<file path="src/rtl/alu_pkg.sv">
// alu_pkg: function codes, FSM encoding and legality check shared by the ALU front end.
// Revision 1.0
`default_nettype none

package alu_pkg;

  localparam logic [5:0] FN_ADD = 6'd32;
  localparam logic [5:0] FN_SUB = 6'd34;
  localparam logic [5:0] FN_AND = 6'd36;
  localparam logic [5:0] FN_OR  = 6'd37;
  localparam logic [5:0] FN_SLT = 6'd42;

  typedef enum logic [1:0] {
    IDLE = 2'd0,
    EXEC = 2'd1,
    RESP = 2'd2
  } state_t;

  function automatic logic is_legal(input logic [5:0] code);
    return (code == FN_ADD) || (code == FN_SUB) || (code == FN_AND) ||
           (code == FN_OR)  || (code == FN_SLT);
  endfunction

endpackage

`default_nettype wire

</file>
<file path="src/rtl/ALU.sv">
// ALU: 32-bit combinational ALU with a ripple-carry adder/subtractor.
// Revision 1.0
`default_nettype none

module ALU
  import alu_pkg::*;
(
  input  logic [31:0] dataA,
  input  logic [31:0] dataB,
  input  logic [5:0]  Signal,
  output logic [31:0] dataOut
);

  logic        sub;
  logic [31:0] bx;
  logic [31:0] sum;
  logic [31:0] carry;

  assign sub      = (Signal == FN_SUB);
  assign bx       = dataB ^ {32{sub}};
  assign carry[0] = sub;

  // Long carry chain: the front end holds operands for several cycles before sampling.
  for (genvar i = 0; i < 32; i++) begin : g_bit
    assign sum[i] = dataA[i] ^ bx[i] ^ carry[i];
    if (i < 31) begin : g_carry
      assign carry[i+1] = (dataA[i] & bx[i]) | (carry[i] & (dataA[i] ^ bx[i]));
    end
  end

  always_comb begin
    dataOut = 32'd0;
    case (Signal)
      FN_ADD, FN_SUB: dataOut = sum;
      FN_AND:         dataOut = dataA & dataB;
      FN_OR:          dataOut = dataA | dataB;
      default:        dataOut = 32'd0;
    endcase
  end

endmodule

`default_nettype wire

</file>
<file path="src/rtl/alu_arbiter.sv">
// alu_arbiter: round-robin valid/ready front end sharing one multicycle ALU between two requesters.
// Revision 1.0
`default_nettype none

module alu_arbiter
  import alu_pkg::*;
#(
  parameter int HOLD_CYCLES = 2
) (
  input  logic        clk,
  input  logic        reset,
  input  logic        req0_valid,
  input  logic [31:0] req0_dataA,
  input  logic [31:0] req0_dataB,
  input  logic [5:0]  req0_Signal,
  output logic        req0_ready,
  input  logic        req1_valid,
  input  logic [31:0] req1_dataA,
  input  logic [31:0] req1_dataB,
  input  logic [5:0]  req1_Signal,
  output logic        req1_ready,
  output logic        rsp0_valid,
  output logic [31:0] rsp0_dataOut,
  output logic        rsp0_err,
  input  logic        rsp0_ready,
  output logic        rsp1_valid,
  output logic [31:0] rsp1_dataOut,
  output logic        rsp1_err,
  input  logic        rsp1_ready,
  output logic        busy
);

  state_t      state, next_state;
  logic        last_grant, grant, accept, owner, owner_ready;
  logic [31:0] op_a, op_b, rsp_data, alu_out, result;
  logic [5:0]  op_code, alu_sig;
  logic [3:0]  cnt;
  logic        rsp_vld, rsp_err_r, slt_bit;

  // The requester not granted last wins a tie.
  always_comb begin
    grant = 1'b0;
    if (req0_valid && req1_valid) grant = ~last_grant;
    else                          grant = req1_valid;
  end

  assign accept      = reset && (state == IDLE) && (req0_valid || req1_valid);
  assign req0_ready  = accept && !grant;
  assign req1_ready  = accept && grant;
  assign owner_ready = owner ? rsp1_ready : rsp0_ready;
  assign busy        = (state != IDLE);

  assign alu_sig = (op_code == FN_SLT) ? FN_SUB : op_code;

  ALU u_alu (
    .dataA   (op_a),
    .dataB   (op_b),
    .Signal  (alu_sig),
    .dataOut (alu_out)
  );

  // Sign of the difference is wrong on overflow; operand signs decide when they differ.
  assign slt_bit = (op_a[31] ^ op_b[31]) ? op_a[31] : alu_out[31];
  assign result  = (op_code == FN_SLT) ? {31'd0, slt_bit} : alu_out;

  always_ff @(posedge clk or negedge reset) begin
    if (!reset) state <= IDLE;
    else        state <= next_state;
  end

  always_comb begin
    next_state = state;
    case (state)
      IDLE:    if (accept) next_state = is_legal(grant ? req1_Signal : req0_Signal) ? EXEC : RESP;
      EXEC:    if (cnt == 4'd0) next_state = RESP;
      RESP:    if (rsp_vld && owner_ready) next_state = IDLE;
      default: next_state = IDLE;
    endcase
  end

  always_ff @(posedge clk or negedge reset) begin
    if (!reset) begin
      last_grant <= 1'b1;
      owner      <= 1'b0;
      op_a       <= 32'd0;
      op_b       <= 32'd0;
      op_code    <= 6'd0;
      cnt        <= 4'd0;
      rsp_vld    <= 1'b0;
      rsp_data   <= 32'd0;
      rsp_err_r  <= 1'b0;
    end else begin
      case (state)
        IDLE: begin
          if (accept) begin
            op_a       <= grant ? req1_dataA  : req0_dataA;
            op_b       <= grant ? req1_dataB  : req0_dataB;
            op_code    <= grant ? req1_Signal : req0_Signal;
            owner      <= grant;
            last_grant <= grant;
            cnt        <= 4'(HOLD_CYCLES - 1);
          end
        end
        EXEC: begin
          if (cnt == 4'd0) begin
            rsp_data  <= result;
            rsp_err_r <= 1'b0;
            rsp_vld   <= 1'b1;
          end else begin
            cnt <= cnt - 4'd1;
          end
        end
        RESP: begin
          // Illegal codes arrive here with no response yet; raise it one cycle later.
          if (!rsp_vld) begin
            rsp_data  <= 32'd0;
            rsp_err_r <= 1'b1;
            rsp_vld   <= 1'b1;
          end else if (owner_ready) begin
            rsp_vld <= 1'b0;
          end
        end
        default: ;
      endcase
    end
  end

  assign rsp0_valid   = rsp_vld && !owner;
  assign rsp1_valid   = rsp_vld && owner;
  assign rsp0_dataOut = rsp0_valid ? rsp_data : 32'd0;
  assign rsp1_dataOut = rsp1_valid ? rsp_data : 32'd0;
  assign rsp0_err     = rsp0_valid && rsp_err_r;
  assign rsp1_err     = rsp1_valid && rsp_err_r;

endmodule

`default_nettype wire
</file>
<file path="config.mk">
export PLATFORM = sky130hd
export DESIGN_NAME = alu_arbiter
export DESIGN_NICKNAME = d
export VERILOG_FILES = /design/src/rtl/alu_pkg.sv /design/src/rtl/ALU.sv /design/src/rtl/alu_arbiter.sv
export SDC_FILE = /design/constraint.sdc
export NUM_CORES = 1
export LEC_CHECK = 0
export CAP_MARGIN = 20
export CELL_PAD_IN_SITES_DETAIL_PLACEMENT = 1
export CELL_PAD_IN_SITES_GLOBAL_PLACEMENT = 1
export CORE_MARGIN = 4
export CORE_UTILIZATION = 38
export CTS_BUF_LIST = sky130_fd_sc_hd__clkbuf_8
export CTS_CLUSTER_SIZE = 20
export DETAILED_ROUTE_END_ITERATION = 10
export PLACE_DENSITY_LB_ADDON = 0.1
export SLEW_MARGIN = 20
export SYNTH_ARGS = -nofsm -noshare
export SYNTH_HDL_FRONTEND = slang
export SYNTH_SLANG_ARGS = --single-unit
</file>
<file path="constraint.sdc">
create_clock -name clk -period 19.5 [get_ports clk]
set_clock_uncertainty 0.15 [all_clocks]
set_input_delay 3.9 -clock clk [delete_from_list [all_inputs] [get_ports clk]]
set_output_delay 3.9 -clock clk [all_outputs]
set_load 0.01 [all_outputs]
</file>
# Word-level counts from Yosys, hierarchy flattened
# Index checks and enable logic that the tools add are counted.
[word_totals]
ff_bits = 112
[classes]
reduce_logical = 28
mux = 29
bitwise_logic = 162
eq_ne = 17
n_addsub = 1
[op_table]
columns = ["operator", "n"]
rows = [
  ["$mux W32", 7],
  ["$pmux W32 S3", 1],
  ["$xor A1 B1 Y1", 65],
  ["$pmux W32 S2", 1],
  ["$and A1 B1 Y1", 62],
  ["$eq A6 B6 Y1 const B", 10],
  ["$and A32 B32 Y32", 1],
  ["$or A32 B32 Y32", 1],
  ["$xor A32 B32 Y32", 1],
  ["$or A1 B1 Y1", 31],
  ["$mux W6", 2],
  ["$logic_and A1 B1 Y1", 10],
  ["$ne A2 B2 Y1 const B", 5],
  ["$reduce_and A3 Y1", 3],
  ["$mux W1", 8],
  ["$mux W2", 4],
  ["$mux W4", 2],
  ["$pmux W4 S2", 1],
  ["$pmux W2 S3", 1],
  ["$reduce_bool A2 Y1", 3],
  ["$logic_or A1 B1 Y1", 5],
  ["$logic_not A4 Y1", 1],
  ["$pmux W1 S2", 2],
  ["$reduce_and A2 Y1", 2],
  ["7 further kinds", 8],
]

# Depth between registers and ports, before layout
# Gate-level depths: netlist of the first run.
[depth]
word_depth = 73
mapped_depth = 41
depth_no_buf = 38

# By module
# From an unflattened synthesis of the first run, not the netlist that was laid out.
[hier_totals]
hier_cells = 697
hier_area_um2 = 7234.4
[modules_own_cells]
columns = ["mod", "seq_area_each_um2", "area_per_inst_um2", "n_inst", "cells_each"]
rows = [
  ["alu_arbiter", 2803.9, 5441.5, 1, 526],
  ["ALU", 0.0, 1793.0, 1, 171],
]

# Least setup slack after synthesis of the first run
# Ideal clock, no wire load.
[synth_path]
path_kind = "reg-to-reg"
start = "reg op_code[0]"
end = "reg rsp_data[31]"
setup_ns = 0.120
t_required_ns = 19.230
n_path_buf = 2
arrival_ns = 14.116
period_less_slack_ns = 14.387
setup_slack_ns = 5.113
stages_incl_launch_ff = 41
path_cell_list = "dfrtp_1 buf_6 nor4b_1 nand2_1 buf_2 xnor2_1 fa_1 fa_1 fa_1 fa_1 fa_1 fa_1 fa_1 fa_1 fa_1 fa_1 fa_1 fa_1 [5 not listed] fa_1 fa_1 fa_1 fa_1 fa_1 fa_1 fa_1 fa_1 fa_1 fa_1 fa_1 inv_1 fa_1 fa_1 xnor3_1 mux2_2 a22oi_1 o2bb2ai_2"
[synth_between]
elab_chain_len = 72
[synth_rtl]
columns = ["element", "line_no", "text"]
rows = [
  ["start: declaration", "alu_arbiter.sv:36", "logic [5:0] op_code, alu_sig;"],
  ["start signal: assignment", "alu_arbiter.sv:98", "op_code <= grant ? req1_Signal : req0_Signal;"],
  ["$eq A6 B6 Y1", "alu_arbiter.sv:53, alu_arbiter.sv:64", ""],
  ["$mux W6", "alu_arbiter.sv:53", "assign alu_sig = (op_code == FN_SLT) ? FN_SUB : op_code;"],
  ["$eq A6 B6 Y1", "ALU.sv:19, ALU.sv:33", ""],
  ["$xor A32 B32 Y32", "ALU.sv:20", "assign bx = dataB ^ {32{sub}};"],
  ["$xor A1 B1 Y1", "ALU.sv:27", "assign carry[i+1] = (dataA[i] & bx[i]) | (carry[i] & (dataA[i] ^ bx[i]));"],
  ["$and A1 B1 Y1", "ALU.sv:27", ""],
  ["$or A1 B1 Y1", "ALU.sv:27", ""],
  ["$and A1 B1 Y1", "ALU.sv:27", ""],
  ["[56 not listed]", "n/a", ""],
  ["$or A1 B1 Y1", "ALU.sv:27", ""],
  ["$and A1 B1 Y1", "ALU.sv:27", ""],
  ["$or A1 B1 Y1", "ALU.sv:27", ""],
  ["$xor A1 B1 Y1", "ALU.sv:25", "assign sum[i] = dataA[i] ^ bx[i] ^ carry[i];"],
  ["$pmux W32 S3", "ALU.sv:33", "case (Signal)"],
  ["$mux W32 *", "alu_arbiter.sv:64", "assign result = (op_code == FN_SLT) ? {31'd0, slt_bit} : alu_out;"],
  ["$mux W32 *", "alu_arbiter.sv:105", "if (cnt == 4'd0) begin"],
  ["$pmux W32 S2 *", "alu_arbiter.sv:93", "case (state)"],
  ["end signal: assignment", "alu_arbiter.sv:106", "rsp_data <= result;"],
  ["end: declaration", "alu_arbiter.sv:35", "logic [31:0] op_a, op_b, rsp_data, alu_out, result;"],
]
# Every way passes the cells marked *; elsewhere a longest branch is shown, timed or not. The select of a mux whose other input is x is not followed.
# A chain may end at the register's enable or synchronous reset.

# Worst setup path in the final report of the first run
[layout_path]
start = "reg op_code[5]"
end = "reg rsp_data[31]"
# Same word-level chain as after synthesis.

==> run metrics, run 1 <==
clock tree buffer depth=2; total power per unit cell area=112 nW/um^2; Final Hold Fails=0; Slew Limit Fails=0; crit start category=flop; sequential-to-total area share from yosys stat=0.381; max incr delay on CP=0.46 ns; CP max stage cell=fa_1; count leader, synth=dfrtp_1; initial antenna violation count=0; DP Cell Count=1121; post-layout min period=14.94 ns; most frequent CP cell=fa_1; CTS Root Cell=clkbuf_8; Die Y=147 um; unrepaired setup endpoints after global routing=false; commonest cells in the netlist=dfrtp_1, mux2i_1, nand2_1, o21ai_0, and2_1; Crit Reg-Reg Endpoint=rsp_data[31]$_DFFE_PN0P_; first-pass GRT wire length=35.2 mm; Die Span X=147 um; CTS tree=yes; placed inst area=9650 sq um; Core Box Area=18900 sq um; main flop type after synthesis=dfrtp_1; die area=21700 sq um; leading area contributor after synthesis=dfrtp_1; area share of the largest cell type after synthesis=0.377; dpl hpwl=16.1 mm; number of global-route vias before repair=6617; Worst Setup End Kind=flop; syn nets=875; CTS Buf Count=9; status=completed; maximum vdd drop=0.0524 mV; critical path required time=19.61 ns; Max Fanout on Critical Path=28; post-DR wirelength/cell=19.0 um; Layout Cells excl Fill=1136; worst r2r path cells=39; crit path kind=flop to flop; leakage power=4.26 nW; layout cells sized above 1=0.0833; fin area=9900 sq um; floorplan row count=50; first-pass detailed-route iteration total=4; yosys warns=0; Post-synth EDFFs=0; I/O pin total=217; Reg clk slew, reported paths=0.10 ns; syn avg cell area=10.6 sq um; GR Overflow Total=0; Post-Syn Area=7360 sq um; Fmax=66.9 MHz; maxcap violations=0; top post-synthesis cells by area=dfrtp_1, mux2i_1, fa_1; starting DRC count in detailed routing=232; crit path DAT=15.06 ns; endpoints failing setup=0; Worst Hold Class=flop to flop; ys async rst share=1.00; end of the worst hold path=rsp_data[9]$_DFFE_PN0P_; total number of vias=5875; Worst-Margin Slew=0.911 ns; Buffers on Ports=216; max_slew headroom=0.391; PnR Total Power=1.11 mW; post_cts resized=0; largest net degree at the start of global routing=144; CTS Hold Buffers Added=0; Hold Crit Depth=1; Final Cycle Share=0.766; GP Congestion=0.791; worst hold start=rsp_data[9]$_DFFE_PN0P_; clk sinks=112; Clock H-tree levels=3; vias per std cell=5.17; Routed Antenna Nets=0; Post-Route WL=21.6 mm; r2r startpoint=op_code[5]$_DFFE_PN0P_; Global Route Usage Sum=0.202; final setup TNS=0 ns; Ant. Diodes=0; post-CTS setup buffers=0; Final #Nets=1054; Area growth syn-to-layout=34.4%; clk_lat worst skew=0.39 ns; post-synthesis cell count=693; Synth Register Bits=112; Worst R2R Setup Slack=4.56 ns; # DRC=0; Synth cell types=52; Initial Util=0.390
## worst max-delay path by stage
| stage | from | end | cells past startpoint |
|---|---|---|---|
| 2_1_floorplan | op_code[0]$_DFFE_PN0P_ | rsp_data[31]$_DFFE_PN0P_ | 40 |
| 3_3_place_gp | op_code[5]$_DFFE_PN0P_ | rsp_data[31]$_DFFE_PN0P_ | 39 |
| 3_5_place_dp | op_code[5]$_DFFE_PN0P_ | rsp_data[31]$_DFFE_PN0P_ | 39 |
| 4_1_cts | op_code[5]$_DFFE_PN0P_ | rsp_data[31]$_DFFE_PN0P_ | 39 |
| 5_1_grt | op_code[5]$_DFFE_PN0P_ | rsp_data[31]$_DFFE_PN0P_ | 39 |
| 6_report | op_code[5]$_DFFE_PN0P_ | rsp_data[31]$_DFFE_PN0P_ | 39 |
## registers in the layout (all words and copies together) (netlist names)
signal,flops
op_b,32
op_code,6
rsp_data,32
op_a,32
rsp_err_r,1
cnt,4
last_grant,1
owner,1
rsp_vld,1
state,2
## cells by family (layout without fill, tap and decap cells)
logic type | count (synthesis) | after routing | share of synthesized area
AND/OR/NAND/NOR | 171 | 171 | 0.120
buffers and inverters | 72 | 255 | 0.0489
multiplexers | 74 | 74 | 0.101
flip-flops | 112 | 112 | 0.381
XOR/XNOR | 34 | 34 | 0.0423
adder cells (fa/ha/maj) | 66 | 66 | 0.133
AO/OA/AOI/OAI | 164 | 164 | 0.174
## final cells by class
cell class,count,area (sq um)
clock buffers,13,179
clock inverters,2,60.1
fillers,2053,9000
inverters,16,60.1
multi-input cells,509,4240
flip-flops and latches,112,2810
well taps,260,325
repair buffers,224,2220
## through the flow
stage	worst slack [ns]	hold WS (ns)	utilization
final	4.56	0.368	0.524
after global routing	3.96	0.405	0.524
after CTS	4.35	0.372	0.524
after detailed placement	4.38	0.344	0.511
after global placement	4.69	0.343	0.511
after floorplan	5.11	0.320	-
## where the power goes
part / switching, mW / total (mW) / internal (mW)
Combinational: 0.281 / 0.527 / 0.247
Sequential: 0.110 / 0.414 / 0.305
Clock: 0.0781 / 0.164 / 0.0858
## placed cells by master (no fill, tap or decap), drive strengths merged, types with 32 or more instances in the layout
cell	netlist	routed
mux2i	73	73
and2	36	36
o21ai	77	77
clkdlybuf4s50	0	215
dfrtp	111	111
xnor2	33	33
and3	33	33
a22oi	32	32
o2bb2ai	33	33
nand2	73	73
## layer usage
layer  GRT usage  routed length (um)
met2       0.356               10800
met4      0.0638                 478
met5           0                   0
met3      0.0290                 857
met1       0.258                9500
## critical path, delay by kind of cell (launching register included)
family	cells	cell delay, ns
AO/OA/AOI/OAI	3	0.43
buffers and inverters	2	0.50
AND/OR/NAND/NOR	2	0.27
flip-flops	1	0.42
XOR/XNOR	1	0.23
adder cells (fa/ha/maj)	30	12.53
multiplexers	1	0.28
No activity file was read; power rests on OpenSTA's default activity.
==> inputs of run 2 (changes only) <==
--- a/config.mk
+++ b/config.mk
@@ -9,7 +9,7 @@
 export CELL_PAD_IN_SITES_DETAIL_PLACEMENT = 1
 export CELL_PAD_IN_SITES_GLOBAL_PLACEMENT = 1
 export CORE_MARGIN = 4
-export CORE_UTILIZATION = 38
+export CORE_UTILIZATION = 34
 export CTS_BUF_LIST = sky130_fd_sc_hd__clkbuf_8
 export CTS_CLUSTER_SIZE = 20
 export DETAILED_ROUTE_END_ITERATION = 10
==> constraint.sdc (replaced) <==
create_clock -name clk -period 12.6 [get_ports clk]
set_clock_uncertainty 0.15 [all_clocks]
set_input_delay 2.52 -clock clk [delete_from_list [all_inputs] [get_ports clk]]
set_output_delay 2.52 -clock clk [all_outputs]
set_load 0.01 [all_outputs]
==> run metrics, run 2 (same netlist as run 1, synthesis figures left out) <==
Final #Nets=1067 (+1.2%); Final Cycle Share=1.04 (+0.269); crit path DAT=13.21 ns (-1.85 ns); Final Hold Fails=0 (unchanged); failing checks=setup timing; number of global-route vias before repair=6619 (+0.030%); CTS Buf Count=9 (unchanged); placed inst area=9860 sq um (+2.1%); Slew Limit Fails=0 (unchanged); final setup TNS=-1.00 ns (-1.00 ns); max incr delay on CP=0.41 ns (-0.05 ns); GP Congestion=0.772 (-2.5%); status=finished with violations; post-DR wirelength/cell=18.9 um (-0.71%); crit start category=flop; max_slew headroom=0.346 (-0.0455); unrepaired setup endpoints after global routing=true; Die Y=155 um (+5.4%); CTS tree=yes; setup ws final=-0.446 ns (-5.00 ns); Routed Antenna Nets=0 (unchanged); first-pass detailed-route iteration total=4 (unchanged); GR Overflow Total=0 (unchanged); I/O pin total=217 (unchanged); Clock H-tree levels=3 (unchanged); biggest registers after layout=op_a x32, op_b x32, rsp_data x32; floorplan row count=53 (+6.0%); Final Util=0.478 (-0.0459); largest net degree at the start of global routing=80 (-44%); register area=2810 sq um (about the same); worst hold margin=0.368 ns (-0.000417 ns); Worst Hold Class=flop to flop; # DRC=0 (unchanged); die area=24100 sq um (+11%); post-layout min period=13.05 ns (-1.90 ns); vias per std cell=5.07 (-2.0%); Core Box Area=21200 sq um (+12%); most frequent CP cell=fa_2; dpl hpwl=16.5 mm (+2.3%); Layout fillers=2270 (+11%); Post-Route WL=22.0 mm (+1.8%); initial antenna violation count=0 (unchanged); critical path required time=12.77 ns (-6.84 ns); most frequent cells in the layout=clkdlybuf4s50_1, dfrtp_1, mux2i_1; Die Span X=155 um (+5.4%); total number of vias=5903 (+0.48%); first-pass GRT wire length=35.7 mm (+1.5%); PnR Total Power=1.78 mW (+61%); DP Worst Slack=-0.541 ns (-4.92 ns); Worst Setup End Kind=flop; leakage power=4.28 nW (+0.66%); maximum vdd drop=0.0709 mV (+35%); fin area=10100 sq um (+2.2%); crit path kind=flop to flop; Worst-Margin Slew=0.980 ns (+0.0681 ns); Reg clk slew, reported paths=0.10 ns (about the same); Max Fanout on Critical Path=2 (-93%); CTS Root Cell=clkbuf_8; Buffers on Ports=216 (unchanged); Layout Cells excl Fill=1165 (+2.6%); Initial Util=0.348 (-0.0417); CP max stage cell=dfrtp_1; clk_lat worst skew=0.38 ns (about the same); Global Route Usage Sum=0.186 (-0.0161); most common cell after layout, fill and taps aside=clkdlybuf4s50_1; area of the multi-input gates=4360 sq um (+2.8%); Ant. Diodes=0 (unchanged); clock tree buffer depth=2 (unchanged); Area growth syn-to-layout=37.3%; DP Cell Count=1147 (+2.3%); endpoints failing setup=3 (+3); maxcap violations=0 (unchanged); Worst R2R Setup Slack=-0.45 ns (-5.00 ns); layout cells sized above 1=0.139 (+0.0560); Fmax=76.7 MHz (+15%); total power per unit cell area=176 nW/um^2 (+58%); CTS Hold Buffers Added=0 (unchanged); clk sinks=112 (unchanged); starting DRC count in detailed routing=235 (+1.3%)
## run 2: cell type report
| cell class | instances | area share |
|---|---|---|
| clock inverters | 6 | 0.00829 |
| well taps | 275 | 0.0340 |
| clock buffers | 10 | 0.0136 |
| repair buffers | 237 | 0.229 |
| multi-input cells | 509 | 0.431 |
| inverters | 16 | 0.00594 |
| flip-flops and latches | 112 | 0.277 |
## run 2: worst paths after layout
check | end | startpoint | cells past startpoint
setup / recovery | rsp_data[0]$_DFFE_PN0P_ | op_code[2]$_DFFE_PN0P_ | 39
hold / removal | rsp_data[3]$_DFFE_PN0P_ | rsp_data[3]$_DFFE_PN0P_ | 1
setup reg to reg | rsp_data[0]$_DFFE_PN0P_ | op_code[2]$_DFFE_PN0P_ | 39
hold reg to reg | rsp_data[3]$_DFFE_PN0P_ | rsp_data[3]$_DFFE_PN0P_ | 1
max in group asynchronous | rsp_data[30]$_DFFE_PN0P_ | reset | 2
min in group asynchronous | op_a[11]$_DFFE_PN0P_ | reset | 1
## run 2: timing repair
item | 4_1_cts | 5_1_grt
setup endpoints to repair | 4 | 4
resized for setup | 1 | 4
pin swaps | 2 | 2
buffers inserted | 2 | 0
## run 2: routing by layer
metal,GRT usage,vias up,wire (um),part of all wire
met5,0,-,0,0
met4,0.0399,0,246,0.011
met3,0.0245,15,834,0.038
met2,0.335,134,11200,0.51
met1,0.239,2937,9700,0.44
li1,-,2817,-,-
## run 2: worst max-delay path: cells and delay by family (launching register included)
kind | cells | cell delay (ns)
fa+ha+maj | 30 | 10.96
simple gates | 4 | 0.89
flops | 1 | 0.41
xor+xnor | 2 | 0.22
buf+inv | 2 | 0.19
compound gates | 1 | 0.16
## run 2: where the power goes
| part | internal [mW] | switching [mW] |
|---|---|---|
| clock | 0.116 | 0.123 |
| sequential | 0.472 | 0.140 |
| combinational | 0.435 | 0.498 |
| total | 1.02 | 0.761 |
==> inputs of run 3 (changes only) <==
--- a/config.mk
+++ b/config.mk
@@ -9,8 +9,7 @@
 export CELL_PAD_IN_SITES_DETAIL_PLACEMENT = 1
 export CELL_PAD_IN_SITES_GLOBAL_PLACEMENT = 1
 export CORE_MARGIN = 4
-export CORE_UTILIZATION = 34
-export CTS_BUF_LIST = sky130_fd_sc_hd__clkbuf_8
+export CORE_UTILIZATION = 33
 export CTS_CLUSTER_SIZE = 20
 export DETAILED_ROUTE_END_ITERATION = 10
 export PLACE_DENSITY_LB_ADDON = 0.1
==> run metrics, run 3 (same netlist as run 1, synthesis figures left out) <==
first-pass detailed-route iteration total=4 (unchanged); crit path DAT=13.18 ns (-0.03 ns); Die Y=157 um (+1.4%); switch share=0.422 (-0.00459); Worst-Margin Slew=0.930 ns (-0.0498 ns); max incr delay on CP=0.43 ns (+0.02 ns); post-DR wirelength/cell=19.2 um (+1.4%); vias per std cell=5.03 (-0.70%); worst path bufs/invs=1 (-1); Reg clk slew, reported paths=0.07 ns (-0.03 ns); Hold Crit Depth=1 (unchanged); Ant. Diodes=0 (unchanged); I/O pin total=217 (unchanged); CP max stage cell=dfrtp_2; starting DRC count in detailed routing=175 (-26%); Worst Setup End Kind=flop; most frequent cells in the layout=clkdlybuf4s50_1, dfrtp_1, mux2i_1; largest net degree at the start of global routing=141 (+76%); Crit Reg-Reg Endpoint=rsp_data[31]$_DFFE_PN0P_; Max Fanout on Critical Path=2 (unchanged); most frequent CP cell=fa_2; Slew Limit Fails=0 (unchanged); maximum vdd drop=0.0689 mV (-2.8%); total power per unit cell area=180 nW/um^2 (+2.0%); Final Hold Fails=0 (unchanged); unrepaired setup endpoints after global routing=true; Fmax=76.3 MHz (-0.44%); P_sw=0.773 mW (+1.6%); maxcap violations=0 (unchanged); register share of total power=0.335 (-0.008); initial antenna violation count=0 (unchanged); layout cells sized above 1=0.136 (-0.00322); Post-Route WL=22.4 mm (+1.7%); r2r startpoint=op_code[0]$_DFFE_PN0P_; post-layout min period=13.10 ns (+0.0582 ns); CP top delay family=adder cells; Final #Nets=1067 (unchanged); floorplan row count=54 (+1.9%); die area=24800 sq um (+2.9%); biggest registers after layout=op_a x32, op_b x32, rsp_data x32; number of global-route vias before repair=6576 (-0.65%); worst r2r path cells=38 (-2.6%); clock tree buffer depth=2 (unchanged); GR Overflow Total=0 (unchanged); dpl hpwl=16.6 mm (+1.1%); most common cell after layout, fill and taps aside=clkdlybuf4s50_1; Worst Hold Class=flop to flop; end of the worst hold path=rsp_data[1]$_DFFE_PN0P_; GP Congestion=0.801 (+3.8%); Buffers on Ports=216 (unchanged); critical path required time=12.67 ns (-0.10 ns); status=finished with violations; Core Box Area=21900 sq um (+3.5%); DP Cell Count=1152 (+0.44%); worst hold start=rsp_data[1]$_DFFE_PN0P_; failing checks=setup timing; CTS Root Cell=clkbuf_16; Pint=1.06 mW (+3.5%); CTS tree=yes; Final Cycle Share=1.04 (+0.00462); clk sinks=112 (unchanged); Layout Cells excl Fill=1169 (+0.34%); Area growth syn-to-layout=38.1%; crit path kind=flop to flop; Global Route Usage Sum=0.182 (-0.00424); Gate power share=0.513 (-0.010); Clk pwr share=0.152 (+0.018); Initial Util=0.336 (-0.0117); max_slew headroom=0.379 (+0.0333); Die Span X=157 um (+1.4%); Worst R2R Setup Slack=-0.50 ns (-0.06 ns); crit start category=flop; first-pass GRT wire length=35.2 mm (-1.3%); setup ws final=-0.504 ns (-0.0582 ns); # DRC=0 (unchanged); PnR Total Power=1.83 mW (+2.7%); total number of vias=5882 (-0.36%); Routed Antenna Nets=0 (unchanged); Clock H-tree levels=3 (unchanged); CTS Buf Count=9 (unchanged); leakage power=4.32 nW (+0.79%); endpoints failing setup=4 (+1); clk_lat worst skew=0.35 ns (-0.03 ns)
## run 3: changes by cell type in the layout (fill, tap and decap cells not counted), moves of 2 or more
cell	delta
clkbuf_16	+9
bufinv_16	-2
a22oi_2	-2
clkinvlp_4	-2
clkbuf_8	-7
a22oi_1	+2
## run 3: layer usage
layer / global-route usage / part of all wire
met1: 0.234 / 0.44
met2: 0.320 / 0.50
met3: 0.0234 / 0.040
met4: 0.0537 / 0.018
met5: 0 / 0
## run 3: per-stage QoR
stage	hold WS (ns)	setup TNS (ns)	instance area (sq um)	util	worst slack (ns)
finish	0.363	-1.25	10200	0.465	-0.504
global placement	0.344	-0.665	9860	0.451	-0.352
floorplan	0.322	-0.360	7470	-	-0.222
CTS	0.368	-1.58	10200	0.465	-0.584
detailed placement	0.347	-1.29	9860	0.451	-0.551
global route	0.393	-2.75	10200	0.465	-0.904
## run 3: final cells by class
class	instances	area [sq um]
clock inverters	2	13.8
inverters	16	60.1
well taps	280	350
repair buffers	237	2320
flip-flops and latches	112	2810
multi-input cells	509	4350
fillers	2359	11700
clock buffers	13	270
## run 3: power groups by stage
stage / registers (mW) / clock network, mW / logic [mW]
detailed placement: 0.621 / 0 / 0.944
global route: 0.632 / 0.302 / 1.08
global placement: 0.609 / 0 / 0.886
finish: 0.613 / 0.278 / 0.940
CTS: 0.616 / 0.287 / 0.959
floorplan: 0.581 / 0 / 0.660
## run 3: how the worst max path moves through the flow
stage	cells past startpoint	endpoint	startpoint	slack [ns]
floorplan	40	rsp_data[31]$_DFFE_PN0P_	op_code[0]$_DFFE_PN0P_	-0.22
finish	38	rsp_data[31]$_DFFE_PN0P_	op_code[0]$_DFFE_PN0P_	-0.50
detailed placement	38	rsp_data[31]$_DFFE_PN0P_	op_code[2]$_DFFE_PN0P_	-0.55
CTS	38	rsp_data[31]$_DFFE_PN0P_	op_code[0]$_DFFE_PN0P_	-0.58
global placement	38	rsp_data[31]$_DFFE_PN0P_	op_code[2]$_DFFE_PN0P_	-0.35
global route	38	rsp_data[31]$_DFFE_PN0P_	op_code[0]$_DFFE_PN0P_	-0.90
## run 3: what timing repair did
| item | in CTS | in global routing |
|---|---|---|
| resized for setup | 2 | 2 |
| setup buffers | 2 | 0 |
| endpoints found under the setup margin | 4 | 4 |
| hold buffers | 0 | 0 |
| cloned | 0 | 0 |
| pin swaps | 5 | 0 |
